**src/rtl/disp_scan_mux_pkg.sv**
```systemverilog
// Shared constants and width helpers for the display scan multiplexer.
package disp_scan_mux_pkg;

    localparam logic DP_OFF = 1'b1;

    // Index/counter width that stays at least one bit wide for a range of one.
    function automatic int idx_w(input int n);
        return (n > 1) ? $clog2(n) : 1;
    endfunction

endpackage

```
**src/rtl/disp_scan_mux_scan_prescaler.sv**
```systemverilog
// Slot counter: counts 0..DIV-1 and flags slot end and the blanking window.
module scan_prescaler
    import disp_scan_mux_pkg::*;
#(
    parameter int DIV   = 50000,
    parameter int BLANK = 500
) (
    input  logic clk,
    input  logic rst,
    input  logic en,
    output logic slot_end,
    output logic in_blank
);

    localparam int CW = idx_w(DIV);

    logic [CW-1:0] cnt;
    logic [CW-1:0] cnt_nxt;

    assign slot_end = en && (cnt == CW'(DIV - 1));

    always_comb begin
        cnt_nxt = cnt;
        if (slot_end) begin
            cnt_nxt = '0;
        end else if (en) begin
            cnt_nxt = cnt + CW'(1);
        end
    end

    // Phase of the count being loaded, so registered outputs line up with cnt.
    assign in_blank = (cnt_nxt < CW'(BLANK));

    always_ff @(posedge clk) begin
        if (rst) begin
            cnt <= '0;
        end else begin
            cnt <= cnt_nxt;
        end
    end

endmodule

```
**src/rtl/disp_scan_mux.sv**
```systemverilog
// Time-multiplexes NDIG hex digits onto one 7448 decoder bus with per-slot
// blanking, frame snapshots and optional leading-zero suppression.
module disp_scan_mux
    import disp_scan_mux_pkg::*;
#(
    parameter int NDIG  = 4,
    parameter int DIV   = 50000,
    parameter int BLANK = 500
) (
    input  logic              clk,
    input  logic              rst,
    input  logic [4*NDIG-1:0] digits,
    input  logic [NDIG-1:0]   dp_in,
    input  logic              upd,
    input  logic              lzb,
    output logic [3:0]        Z,
    output logic [NDIG-1:0]   an,
    output logic              dp,
    output logic              frame_tick
);

    localparam int              IDXW   = idx_w(NDIG);
    localparam logic [NDIG-1:0] AN_OFF = '1;

    logic              run;
    logic              slot_end;
    logic              in_blank;
    logic              wrap;
    logic [IDXW-1:0]   idx;
    logic [IDXW-1:0]   idx_nxt;
    logic [4*NDIG-1:0] snap;
    logic [4*NDIG-1:0] snap_nxt;
    logic [NDIG-1:0]   dps;
    logic [NDIG-1:0]   dps_nxt;
    logic [NDIG-1:0]   supp;
    logic              show;
    logic [3:0]        z_nxt;
    logic [NDIG-1:0]   an_nxt;
    logic              dp_nxt;

    // The counter holds for the first clock after reset so the scan starts at cnt 0.
    scan_prescaler #(
        .DIV   (DIV),
        .BLANK (BLANK)
    ) u_prescaler (
        .clk      (clk),
        .rst      (rst),
        .en       (run),
        .slot_end (slot_end),
        .in_blank (in_blank)
    );

    assign wrap = slot_end && (idx == IDXW'(NDIG - 1));

    always_comb begin
        idx_nxt = idx;
        if (wrap) begin
            idx_nxt = '0;
        end else if (slot_end) begin
            idx_nxt = idx + IDXW'(1);
        end
    end

    assign snap_nxt = (wrap && upd) ? digits : snap;
    assign dps_nxt  = (wrap && upd) ? dp_in  : dps;

    // Digit i is blanked when it and every higher snapshot digit are zero.
    always_comb begin
        supp = '0;
        for (int i = 1; i < NDIG; i++) begin
            supp[i] = lzb;
            for (int j = i; j < NDIG; j++) begin
                if (snap_nxt[4*j +: 4] != 4'h0) begin
                    supp[i] = 1'b0;
                end
            end
        end
    end

    always_comb begin
        show   = !in_blank && !supp[idx_nxt];
        z_nxt  = snap_nxt[4*idx_nxt +: 4];
        an_nxt = AN_OFF;
        dp_nxt = DP_OFF;
        if (show) begin
            an_nxt[idx_nxt] = 1'b0;
            dp_nxt          = ~dps_nxt[idx_nxt];
        end
    end

    always_ff @(posedge clk) begin
        if (rst) begin
            run        <= 1'b0;
            idx        <= '0;
            snap       <= digits;
            dps        <= dp_in;
            Z          <= 4'h0;
            an         <= AN_OFF;
            dp         <= DP_OFF;
            frame_tick <= 1'b0;
        end else begin
            run        <= 1'b1;
            idx        <= idx_nxt;
            snap       <= snap_nxt;
            dps        <= dps_nxt;
            Z          <= z_nxt;
            an         <= an_nxt;
            dp         <= dp_nxt;
            frame_tick <= wrap;
        end
    end

endmodule

```
**config.mk**
```make
export PLATFORM = sky130hd
export DESIGN_NAME = disp_scan_mux
export DESIGN_NICKNAME = d
export VERILOG_FILES = /design/src/rtl/disp_scan_mux_pkg.sv /design/src/rtl/disp_scan_mux_scan_prescaler.sv /design/src/rtl/disp_scan_mux.sv
export SDC_FILE = /design/constraint.sdc
export NUM_CORES = 1
export LEC_CHECK = 0
export CAP_MARGIN = 40
export CORE_MARGIN = 10
export CORE_UTILIZATION = 60
export DETAILED_ROUTE_END_ITERATION = 10
export DONT_BUFFER_PORTS = 1
export PLACE_DENSITY = 0.79
export SETUP_SLACK_MARGIN = 0.1
export SLEW_MARGIN = 20
export SYNTH_ARGS = -nofsm -noshare
export SYNTH_HDL_FRONTEND = slang
export SYNTH_SLANG_ARGS = --single-unit
```
**constraint.sdc**
```tcl
create_clock -name clk -period 2.9 [get_ports clk]
set_input_delay 0.725 -clock clk [delete_from_list [all_inputs] [get_ports clk]]
set_output_delay 0.725 -clock clk [all_outputs]
set_load 0.02 [all_outputs]
```
==> flow_summary_export.csv <==
group,metric,value,unit
sta,fin_skew,0.006778,ns
sta,final.setup.tns,0,ns
placed_design,gp_congestion,0.8054,
floorplan,start_util,61.62,%
power_and_ir_drop,p_sw,0.2984,mW
synth,synth_edf_count,0,
worst_setup_path,r2r_end,"dp",
sta,setup_viol,0,
worst_setup_path,critPathCaptureType,"flop",
worst_setup_path,r2r_setup_slack,0.27,ns
synth,synth_compound_area_share,7.598,%
power_and_ir_drop,switching_share,24.29,%
cells_and_area,fillCellCount,303,
cts,clk_path_buf_depth,2,
synth,async_flop_share,0,%
synth,synthesis.nets,256,
cts,numCtsBuffers,5,
cells_and_area,fin_nets,260,
worst_setup_path,cp.arrival,2.86,ns
floorplan,die_x,81.32,µm
synth,yosys_register_bits,49,
worst_setup_path,worst_r2r_startpoint,"u_prescaler.cnt[10]",
cts,root_buffer,"clkbuf_8",
floorplan,row_count,22,
sta,relSlewSlack,76.91,%
cells_and_area,n_antenna_cell,0,
placed_design,portBuffers,0,
global_routing,antenna_found_initial,0,
worst_setup_path,slowest_delay,0.55,ns
hold_path,hold_path_end,"Z[1]",
sta,fin_crit_sh,90.69,%
worst_setup_path,path_class,"flop to flop",
global_routing,grt_pass1_vias,1642,
floorplan,coreArea,3661,µm²
floorplan,dieArea,6612,µm²
cts,clkSinkCount,49,
sta,max_slew.worst_pin.slew,0.3432,ns
global_routing,grt_max_degree,21,
cts,path_clk_slew,0.09,ns
cells_and_area,final_cell_mix,"dfxtp_1, nor2_1, mux2_2",
hold_path,min_path_cells,1,
drt,routed_wl,4479,µm
cts,cts_tree,"done",
cells_and_area,syn_to_final_growth,7.654,%
synth,synth_top_family_by_area,"simple AND/OR/NAND/NOR gates",
global_routing,grt_pass1_wl,7548,µm
synth,synth_cell_types,45,
worst_setup_path,critPathBufInv,0,
drt,drt_iter0_markers,92,
drt,wire_per_inst,15.83,µm
synth,synth_xor_area_share,6.988,%
synth,synth_area_per_cell,9.808,µm²
drt,final_antenna_net_count,0,
synth,yosys.area_share.adder,1.109,%
hold_path,min_from,"rst",
cts,cts_hold_buffers,0,
global_routing,grt_use_total,14.36,%
worst_setup_path,cp.required,3.13,ns
placed_design,dp_hpwl,3355,µm
cts,post_cts.repair.setup_buffers,0,
worst_setup_path,startpoint_type,"flop",
worst_setup_path,cp_max_fo,9,
drt,dr.pass1.iters,4,
cts,htreeDepth,2,
worst_setup_path,path_cells,"or4_4, nor4_4, and3_1, mux2i_1, o41a_1, o32a_2, o2111ai_1",
power_and_ir_drop,p_int,0.9301,mW
synth,ys_warn_count,0,
floorplan,die_y,81.32,µm
drt,vias,1663,
sta,max_freq,0.3802,GHz
sta,rsz0062_at_grt,"no",
cells_and_area,drive_above_1_share,22.13,%
hold_path,hold_path_class,"primary input to flop",
sta,whs,0.4770,ns
floorplan,ios,34,
job,max_cap_violations,0,
cts,ctsResizeCount,0,
power_and_ir_drop,combPwrFrac,6.4,%
synth,synth.area.mux_share,16.47,%
power_and_ir_drop,power_density,505.9,nW/µm²
status,status,"finished, final reports clean",
synth,netlist_area,2256,µm²
synth,yosysSeqAreaShare,43.48,%
power_and_ir_drop,p_leak,0.9082,nW
worst_setup_path,crit_slowest_cell,"or4_4",
synth,netlist_instances,230,
drt,vias_per_cell,5.876,
worst_setup_path,r2r_cells,7,
power_and_ir_drop,clockPowerShare,32.9,%
synth,synthSimpleGateAreaFrac,21.08,%
cts,insertion_delay,0.30,ns
worst_setup_path,crit_family,"simple AND/OR/NAND/NOR gates",
sta,final.min_clock_period,2.630,ns
global_routing,overflow,0,
power_and_ir_drop,ir_drop,457.9,µV
drt,drc,0,
synth,ys.flop_type,"dfxtp_1",
cells_and_area,final_common_cell,"dfxtp_1",
sta,drv_slew,0,
sta,hold_viol_final,0,
power_and_ir_drop,pwr-share-seq,60.7,%
[cells by family (layout without fill, tap and decap cells)]
kind of cell             after synthesis  in the layout
flip-flops                            49             49
multiplexers                          34             34
XOR/XNOR                              18             18
buffers and inverters                 15             20
adder cells (fa/ha/maj)                2              2
AND/OR/NAND/NOR                       89             89
AO/OA/AOI/OAI                         23             23
[per-stage QoR]
stage          cell area (µm²)  util (%)  setup slack, ns  total power [mW]  std cells
3_5_place_dp              2337     63.84           0.3002            0.8399        275
5_1_grt                   2429     66.34           0.1231             1.281        283
2_1_floorplan             2256         -           0.2797            0.8193        230
6_report                  2429     66.34           0.2699             1.229        283
4_1_cts                   2429     66.34           0.2750             1.242        283
3_3_place_gp              2337     63.84           0.3469            0.8356        275
[area by class of cell]
cell class	instances	area, µm²	area share [%]
Clock buffer	5	68.82	2.834
Sequential cell	49	980.9	40.39
Inverter	2	7.507	0.3091
Timing Repair Buffer	10	87.58	3.606
Tap cell	48	60.06	2.473
Multi-Input combinational cell	166	1201	49.46
Clock inverter	3	22.52	0.9274
[power groups by stage]
stage	Sequential (mW)	Clock, mW	Combinational (mW)
after floorplan	0.748	0	0.0714
after global placement	0.760	0	0.0756
after CTS	0.745	0.417	0.0794
final	0.746	0.404	0.0785
after detailed placement	0.761	0	0.0790
after global routing	0.751	0.442	0.0879
[worst max path at each step]
stage,start,depth (start not counted),end
after global placement,u_prescaler.cnt[10],7,dp
after floorplan,u_prescaler.cnt[0],10,Z[0]
after global routing,u_prescaler.cnt[10],8,dp
after CTS,u_prescaler.cnt[10],7,dp
after detailed placement,u_prescaler.cnt[10],7,dp
final,u_prescaler.cnt[10],7,dp
[layer usage]
layer  part of all wire [%]  global-route usage [%]  wire length, µm
met1                     47                   18.60             2088
met2                     43                   21.25             1910
met3                    9.4                   5.740              420
met4                    1.3                   4.671               59
met5                      0                       0                0
[Yosys cell counts (all sizes together) (3+ instances only)]
cell    instances  area [µm²]
a21oi           6       30.03
and3            3       20.02
buf             5       36.28
clkbuf          8       30.03
dfxtp          49       980.9
mux2           25       281.5
mux2i           9       90.09
nand2          19       71.32
nand3           7       35.03
nand4           6       43.79
nor2           26       97.59
nor2b           3       18.77
nor3            5       25.02
nor4            8       65.06
o211ai          4       30.03
or4             3       26.27
xnor2           9       78.83
xor2            9       78.83
[sequential cells by signal (all words and copies together) (netlist names)]
register and cells:
an 4, snap 16, idx 2, u_prescaler.cnt 16, dp 1, run 1
frame_tick 1, dps 4, Z 4
Power figures use the tool's default switching activity.
